==> config.mk <==
export PLATFORM = sky130hd
export DESIGN_NAME = regex_prog_matcher_flat
export DESIGN_NICKNAME = d
export VERILOG_FILES = /design/src/rtl/regex_pkg.sv /design/src/rtl/regex_prog_matcher_if.sv /design/src/rtl/regex_nfa_stage.sv /design/src/rtl/regex_prog_matcher.sv /design/src/flat_wrapper.sv
export SDC_FILE = /design/constraint.sdc
export NUM_CORES = 1
export LEC_CHECK = 0
export ABC_AREA = 1
export BUFFER_PORTS_ARGS = -buffer_cell sky130_fd_sc_hd__buf_2
export CORE_MARGIN = 5
export CORE_UTILIZATION = 60
export CTS_CLUSTER_DIAMETER = 40
export DETAILED_ROUTE_END_ITERATION = 12
export GPL_TIMING_DRIVEN = 0
export PLACE_DENSITY = 0.76
export SYNTH_ARGS = -nofsm -noshare
export SYNTH_HDL_FRONTEND = slang
export SYNTH_SLANG_ARGS = --single-unit
export TNS_END_PERCENT = 50
==> constraint.sdc <==
create_clock -name clk -period 2.5 [get_ports clk]
set_clock_uncertainty 0.15 [all_clocks]
set_input_delay 0.5 -clock clk [delete_from_list [all_inputs] [get_ports clk]]
set_output_delay 0.5 -clock clk [all_outputs]
set_load 0.005 [all_outputs]
==> src/rtl/regex_pkg.sv <==
// Shared types and constants for the programmable sequence-regex matcher.
// Holds the FSM state encoding, the symbol alphabet and the per-element
// pattern record {rep, sym}.
package regex_pkg;

   // Symbol width; the alphabet A..D maps onto 2-bit codes.
   localparam int unsigned SYM_W = 2;

   localparam logic [SYM_W-1:0] SYM_A = SYM_W'(0);
   localparam logic [SYM_W-1:0] SYM_B = SYM_W'(1);
   localparam logic [SYM_W-1:0] SYM_C = SYM_W'(2);
   localparam logic [SYM_W-1:0] SYM_D = SYM_W'(3);

   typedef enum logic [1:0] {
      S_IDLE = 2'd0,
      S_RUN  = 2'd1,
      S_DONE = 2'd2
   } state_e;

   // One pattern element: literal symbol plus one-or-more flag.
   typedef struct packed {
      logic             rep;
      logic [SYM_W-1:0] sym;
   } elem_t;

   localparam elem_t ELEM_RESET = '{rep: 1'b0, sym: SYM_A};

endpackage

==> src/rtl/regex_prog_matcher_if.sv <==
// Bus bundle for regex_prog_matcher.
//   master: drives pattern config (cfg_*) and the symbol stream
//           (symbol_valid, symbol_in, last_symbol); observes status.
//   slave : the matcher; drives busy, result, done, match_count.
interface regex_prog_matcher_if #(
   parameter int unsigned MAX_ELEMS = 8,
   parameter int unsigned CNT_W     = 8
);
   import regex_pkg::*;

   localparam int unsigned ADDR_W = $clog2(MAX_ELEMS);
   localparam int unsigned LEN_W  = $clog2(MAX_ELEMS + 1);

   logic              cfg_we;
   logic [ADDR_W-1:0] cfg_addr;
   logic [SYM_W-1:0]  cfg_sym;
   logic              cfg_rep;
   logic              cfg_len_we;
   logic [LEN_W-1:0]  cfg_len;
   logic              symbol_valid;
   logic [SYM_W-1:0]  symbol_in;
   logic              last_symbol;
   logic              busy;
   logic              result;
   logic              done;
   logic [CNT_W-1:0]  match_count;

   modport master (
      output cfg_we, cfg_addr, cfg_sym, cfg_rep, cfg_len_we, cfg_len,
      output symbol_valid, symbol_in, last_symbol,
      input  busy, result, done, match_count
   );

   modport slave (
      input  cfg_we, cfg_addr, cfg_sym, cfg_rep, cfg_len_we, cfg_len,
      input  symbol_valid, symbol_in, last_symbol,
      output busy, result, done, match_count
   );

endinterface

==> src/rtl/regex_nfa_stage.sv <==
// One NFA element: symbol comparator plus the active bit that means
// "the pattern prefix ending at this element has matched so far".
// Ports:
//   clk, res_n     clock, async active-low reset
//   consume_i      a symbol is consumed this edge
//   en_i           element lies inside the active pattern length
//   prev_act_i     active bit feeding this element (start bit for element 0)
//   self_act_i     this element's own active bit, cleared at string start
//   elem_i         element record {rep, sym}
//   symbol_i       current input symbol
//   act_o          registered active bit
//   nxt_c          next active bit for the symbol being consumed
module regex_nfa_stage
   import regex_pkg::*;
(
   input  logic             clk,
   input  logic             res_n,
   input  logic             consume_i,
   input  logic             en_i,
   input  logic             prev_act_i,
   input  logic             self_act_i,
   input  elem_t            elem_i,
   input  logic [SYM_W-1:0] symbol_i,
   output logic             act_o,
   output logic             nxt_c
);

   logic act_q;
   logic hit_c;

   // Advance from the previous element, or stay here on a repeat.
   always_comb begin
      hit_c = (elem_i.sym == symbol_i);
      nxt_c = en_i & hit_c & (prev_act_i | (self_act_i & elem_i.rep));
   end

   always_ff @(posedge clk or negedge res_n) begin
      if (!res_n) begin
         act_q <= 1'b0;
      end else if (consume_i) begin
         act_q <= nxt_c;
      end
   end

   assign act_o = act_q;

endmodule

==> src/rtl/regex_prog_matcher.sv <==
// Programmable anchored sequence-regex matcher.
// Pattern is up to MAX_ELEMS literal elements, each optionally "+".
// Strings arrive as a valid-qualified symbol stream with a last marker;
// each completed string reports done/result and bumps a saturating count.
// Ports:
//   clk, res_n   clock, async active-low reset (also clears the pattern)
//   bus (slave)  config writes, symbol stream, busy/result/done/match_count
module regex_prog_matcher
   import regex_pkg::*;
#(
   parameter int unsigned MAX_ELEMS = 8,
   parameter int unsigned CNT_W     = 8
) (
   input  logic                 clk,
   input  logic                 res_n,
   regex_prog_matcher_if.slave  bus
);

   localparam int unsigned LEN_W = $clog2(MAX_ELEMS + 1);

   state_e            state_q, state_d;
   elem_t             elem_q [MAX_ELEMS];
   elem_t             elem_d [MAX_ELEMS];
   logic [LEN_W-1:0]  len_q, len_d;
   logic              busy_q, busy_d;
   logic              result_q, result_d;
   logic              done_q, done_d;
   logic [CNT_W-1:0]  cnt_q, cnt_d;

   logic              cfg_ok_c;
   logic              start_c;
   logic              match_c;
   logic [MAX_ELEMS-1:0] act_w;
   logic [MAX_ELEMS-1:0] prev_w;
   logic [MAX_ELEMS-1:0] self_w;
   logic [MAX_ELEMS:0]   nxt_w;

   // Pattern updates; applied combinationally so a start symbol in the
   // same cycle already sees the new pattern.
   always_comb begin
      cfg_ok_c = (state_q != S_RUN);
      elem_d   = elem_q;
      len_d    = len_q;
      if (cfg_ok_c && bus.cfg_we && (32'(bus.cfg_addr) < MAX_ELEMS)) begin
         elem_d[bus.cfg_addr] = '{rep: bus.cfg_rep, sym: bus.cfg_sym};
      end
      if (cfg_ok_c && bus.cfg_len_we) begin
         if (32'(bus.cfg_len) > MAX_ELEMS) begin
            len_d = LEN_W'(MAX_ELEMS);
         end else begin
            len_d = bus.cfg_len;
         end
      end
   end

   assign start_c  = bus.symbol_valid && (state_q != S_RUN);
   assign nxt_w[0] = 1'b0;

   // Element chain; element 0 is seeded only by the first symbol of a string.
   for (genvar i = 0; i < MAX_ELEMS; i++) begin : g_stage
      if (i == 0) begin : g_first
         assign prev_w[i] = start_c;
      end else begin : g_rest
         assign prev_w[i] = act_w[i-1] & ~start_c;
      end
      assign self_w[i] = act_w[i] & ~start_c;

      regex_nfa_stage u_stage (
         .clk        (clk),
         .res_n      (res_n),
         .consume_i  (bus.symbol_valid),
         .en_i       (LEN_W'(i) < len_d),
         .prev_act_i (prev_w[i]),
         .self_act_i (self_w[i]),
         .elem_i     (elem_d[i]),
         .symbol_i   (bus.symbol_in),
         .act_o      (act_w[i]),
         .nxt_c      (nxt_w[i+1])
      );
   end

   // Anchored match: final element reached by the last symbol; len 0 never matches.
   assign match_c = nxt_w[len_d];

   // Next-state and status outputs.
   always_comb begin
      state_d  = state_q;
      done_d   = done_q;
      result_d = result_q;
      cnt_d    = cnt_q;
      if (bus.symbol_valid) begin
         if (bus.last_symbol) begin
            state_d  = S_DONE;
            done_d   = 1'b1;
            result_d = match_c;
            if (match_c && (cnt_q != '1)) begin
               cnt_d = cnt_q + CNT_W'(1);
            end
         end else if (state_q != S_RUN) begin
            state_d  = S_RUN;
            done_d   = 1'b0;
            result_d = 1'b0;
         end
      end
      busy_d = (state_d == S_RUN);
   end

   always_ff @(posedge clk or negedge res_n) begin
      if (!res_n) begin
         state_q  <= S_IDLE;
         len_q    <= '0;
         busy_q   <= 1'b0;
         result_q <= 1'b0;
         done_q   <= 1'b0;
         cnt_q    <= '0;
         for (int i = 0; i < MAX_ELEMS; i++) begin
            elem_q[i] <= ELEM_RESET;
         end
      end else begin
         state_q  <= state_d;
         len_q    <= len_d;
         busy_q   <= busy_d;
         result_q <= result_d;
         done_q   <= done_d;
         cnt_q    <= cnt_d;
         elem_q   <= elem_d;
      end
   end

   assign bus.busy        = busy_q;
   assign bus.result      = result_q;
   assign bus.done        = done_q;
   assign bus.match_count = cnt_q;

endmodule

==> src/flat_wrapper.sv <==
// flat-port wrapper written by rule: the top's interface ports become plain ports
module regex_prog_matcher_flat import regex_pkg::*;
#(
   parameter int unsigned MAX_ELEMS = 8,
   parameter int unsigned CNT_W     = 8
)
  (clk, res_n, bus_cfg_we, bus_cfg_addr, bus_cfg_sym, bus_cfg_rep, bus_cfg_len_we, bus_cfg_len, bus_symbol_valid, bus_symbol_in, bus_last_symbol, bus_busy, bus_result, bus_done, bus_match_count);
  regex_prog_matcher_if #(.MAX_ELEMS(MAX_ELEMS), .CNT_W(CNT_W)) bus_i ();
  input  logic clk;
  input  logic res_n;
  input wire logic [$bits(bus_i.cfg_we)-1:0] bus_cfg_we;
  input wire logic [$bits(bus_i.cfg_addr)-1:0] bus_cfg_addr;
  input wire logic [$bits(bus_i.cfg_sym)-1:0] bus_cfg_sym;
  input wire logic [$bits(bus_i.cfg_rep)-1:0] bus_cfg_rep;
  input wire logic [$bits(bus_i.cfg_len_we)-1:0] bus_cfg_len_we;
  input wire logic [$bits(bus_i.cfg_len)-1:0] bus_cfg_len;
  input wire logic [$bits(bus_i.symbol_valid)-1:0] bus_symbol_valid;
  input wire logic [$bits(bus_i.symbol_in)-1:0] bus_symbol_in;
  input wire logic [$bits(bus_i.last_symbol)-1:0] bus_last_symbol;
  output wire logic [$bits(bus_i.busy)-1:0] bus_busy;
  output wire logic [$bits(bus_i.result)-1:0] bus_result;
  output wire logic [$bits(bus_i.done)-1:0] bus_done;
  output wire logic [$bits(bus_i.match_count)-1:0] bus_match_count;
  assign bus_i.cfg_we = bus_cfg_we;
  assign bus_i.cfg_addr = bus_cfg_addr;
  assign bus_i.cfg_sym = bus_cfg_sym;
  assign bus_i.cfg_rep = bus_cfg_rep;
  assign bus_i.cfg_len_we = bus_cfg_len_we;
  assign bus_i.cfg_len = bus_cfg_len;
  assign bus_i.symbol_valid = bus_symbol_valid;
  assign bus_i.symbol_in = bus_symbol_in;
  assign bus_i.last_symbol = bus_last_symbol;
  assign bus_busy = bus_i.busy;
  assign bus_result = bus_i.result;
  assign bus_done = bus_i.done;
  assign bus_match_count = bus_i.match_count;
  regex_prog_matcher #(.MAX_ELEMS(MAX_ELEMS), .CNT_W(CNT_W)) u_core (.clk(clk), .res_n(res_n), .bus(bus_i));
endmodule
==> flow_metrics.py <==
metrics = {
    "logic_synthesis": {
        "synth_compound_area_share_pct": 4.03,
        "synthTopCellsByCount": "183 x nand2_1, 74 x nand3_1, 60 x inv_1",
        "synthFlopType": "dfrtp_1",
        "syn_inst": 503,
        "seq_area_frac_synth_pct": 35.9,
        "ys_types": 33,
        "postSynthNetCount": 522,
        "avgSynthCellArea_um2": 6.78,
        "synth_top_family_by_area": "simple AND/OR/NAND/NOR gates",
        "synthArstFlopShare_pct": 100,
        "synthTopCellsByArea": "dfrtp_1 36%, nand2_1 20%, nand3_1 11%, inv_1 6.6%, nor2_1 3.6%",
        "synth_xor_area_share_pct": 0.257,
        "yosys.area_share.adder_pct": 0.367,
        "yosys_register_bits": 49,
        "synth-edff-count": 0,
        "synth_top_area_share_pct": 35.9,
        "synth_area_leader_cell": "dfrtp_1",
        "synth-simple-area-share_pct": 48.1,
        "ys.warnings.count": 0,
        "yosysMostFrequentCell": "nand2_1",
        "muxShareOfSynthArea_pct": 0,
        "syn_area_um2": 3410,
    },
    "timing": {
        "finalMaxSlewViolations": 0,
        "finalHoldViolCount": 0,
        "slew_headroom_pct": 23.9,
        "grt_setup_unrepaired": "yes",
        "worst_pin_slew_ps": 1140,
        "holdWs_ps": 247,
        "fin_crit_sh_pct": 101,
        "fin_ws_ps": -19.0,
        "setup_viol": 1,
        "clock.fmax_ghz": 0.397,
        "tns_ps": -19.0,
        "layout_min_cycle_time_ps": 2520,
    },
    "route": {
        "postRouteAntennaNets": 0,
        "drt_pass1_iterations": 6,
        "vias_per_cell": 5.40,
        "drt_drc_violations_left": 0,
        "finalWirelength_um": 8840,
        "drt-initial-drc-count": 259,
        "vias": 3330,
        "wl_per_cell_um": 14.3,
    },
    "power": {
        "switching_share_pct": 39.0,
        "leakage_nw": 2.10,
        "switchingPower_w": 0.000920,
        "ir_drop_mv": 0.462,
        "combPwrFrac_pct": 36.0,
        "seqPwrFrac_pct": 43.3,
        "p_int_w": 0.00144,
        "powerDensity_nw_per_um2": 604,
        "clkPwrFrac_pct": 20.7,
    },
    "setup_path": {
        "crit_path_start_kind": "register",
        "critPathArrivalTime_ps": 2570,
        "worst-endpoint-required_ps": 2550,
        "critPathKind": "register to register",
        "reg2reg_slack_ps": -20,
        "r2r_end": "u_core.bus.match_count[0]",
        "cp-end-kind": "register",
        "r2r_start": "u_core.state_q[0]",
        "reg2reg_depth": 14,
        "critPathMaxFanout": 7,
    },
    "cts": {
        "clk-insertion-delay-late_ps": 310,
        "cts_buffer_depth": 2,
        "hold_buffers": 0,
        "cts_tree": "yes",
        "cts-root-buf": "clkbuf_8",
        "cts_max_level": 2,
        "clk_pin_slew_ps": 100,
        "numCtsBuffers": 5,
        "cts_sinks": 49,
    },
    "place": {
        "dp_hpwl_um": 6290,
        "post-place-ws_ps": -178,
        "portBuffers": 21,
        "gp_congestion": 0.901,
    },
    "floorplanning": {
        "dieArea_um2": 7290,
        "die_w_um": 85.4,
        "die_h_um": 85.4,
        "core_um2": 5510,
        "io_pins": 29,
        "start_util_pct": 62.0,
        "fp-row-count": 27,
    },
    "grt": {
        "grt_use_met2_pct": 40.7,
        "use_met1_pct": 33.9,
        "grt_max_degree": 50,
        "gr-usage-met3_pct": 4.66,
        "antenna_found_initial": 0,
        "grt.busiest_layer": "met2",
        "grtUsageTotal_pct": 24.9,
        "grt_pass1_vias": 3143,
        "grt_pass1_wl_um": 14600,
        "gr-total-overflow": 0,
    },
    "layout": {
        "nFillCells": 461,
        "antenna_cells": 0,
        "utilization_pct": 71.0,
        "syn_to_final_growth_pct": 14.5,
        "final_nets": 563,
        "drive_above_1_share_pct": 25.0,
    },
    "outcome": {
        "violations": "negative setup slack",
        "status": "finished, violations left",
    },
    "hold_path": {
        "hp-class": "primary input to asynchronous set/reset pin",
    },
    "flow_run": {
        "max_cap_violations": 0,
    },
}
[worst max-delay path, cell delays in order, from the launching register on]
cell and delay [ps]:
dfrtp_2 460, nand2_4 160, nand2_8 100, nor2_4 250, nand3_2 130, nand3_2 110, nand2_2 80, nor2_2 140
nand2_2 80, nand2_2 80, a21oi_4 60, nor2_4 160, nand3_4 160, buf_12 170, xnor2_2 110
[final cells by class]
class                   instances  area, um^2  share of cell area, %
plain buffers                  14        96.3                   2.47
clock buffers                   5        68.8                   1.76
clock inverters                 3        17.5                  0.448
inverters                      75         294                   7.52
multi-input cells             366        1900                   48.7
flip-flops and latches         49        1230                   31.4
well taps                      72        90.1                   2.31
repair buffers                 32         204                   5.22
repair inverters                1        6.26                  0.160
[cell usage in the layout (no fill, tap or decap), types with 12 or more instances in the layout]
cell	n
buf_2	26
buf_4	12
dfrtp_1	48
inv_1	58
inv_2	12
nand2_1	174
nand2_2	23
nand3_1	66
nand3_2	14
nor2_1	30
[worst max path at each step]
| stage | to | from | slack, ps | cells past startpoint |
|---|---|---|---|---|
| floorplan | u_core.bus.match_count[6] | bus_cfg_addr[2] | 210 | 16 |
| global placement | u_core.bus.match_count[5] | bus_symbol_in[1] | -150 | 14 |
| detailed placement | u_core.bus.match_count[6] | bus_symbol_in[1] | -180 | 14 |
| CTS | u_core.bus.match_count[6] | u_core.state_q[0] | 20 | 17 |
| global route | u_core.bus.match_count[0] | u_core.state_q[0] | -140 | 14 |
| finish | u_core.bus.match_count[0] | u_core.state_q[0] | -20 | 14 |
[what timing repair did]
item,in CTS,in global routing
setup endpoints to repair,0,8
setup buffers,0,11
endpoints found under the hold margin,0,0
resized for setup,0,31
[state kept, by name, indices dropped and copies added, names as in the netlist]
name,flops
u_core.g_stage.u_stage.act_o,8
u_core.bus.done,1
u_core.state_q,2
u_core.bus.result,1
u_core.bus.busy,1
u_core.len_q,4
u_core.elem_q,24
u_core.bus.match_count,8
[per-layer routing]
layer | vias up | share of wire [%]
met5 | - | 0
li1 | 1647 | -
met1 | 1541 | 43
met3 | 16 | 6.6
met2 | 126 | 48
met4 | 0 | 2.5
[cells by family (layout without fill, tap and decap cells)]
kind of cell | count (synthesis) | count (layout)
AND/OR/NAND/NOR | 341 | 342
buffers and inverters | 89 | 130
flip-flops | 49 | 49
AO/OA/AOI/OAI | 22 | 22
adder cells (fa/ha/maj) | 1 | 1
XOR/XNOR | 1 | 1
[stage by stage]
stage          cells  power, W  area, um^2
6_report         617   0.00236        3910
5_1_grt          617   0.00252        3910
4_1_cts          604   0.00229        3690
3_5_place_dp     596   0.00181        3610
3_3_place_gp     596   0.00177        3610
2_1_floorplan    503   0.00159        3410
[power by group through the flow]
stage	sequential [W]	combinational [W]	clock (W)
floorplan	0.00102	0.000576	0
global placement	0.00102	0.000749	0
detailed placement	0.00103	0.000777	0
CTS	0.00102	0.000780	0.000497
global route	0.00104	0.000956	0.000529
finish	0.00102	0.000850	0.000488
Power figures use the tool's default switching activity.
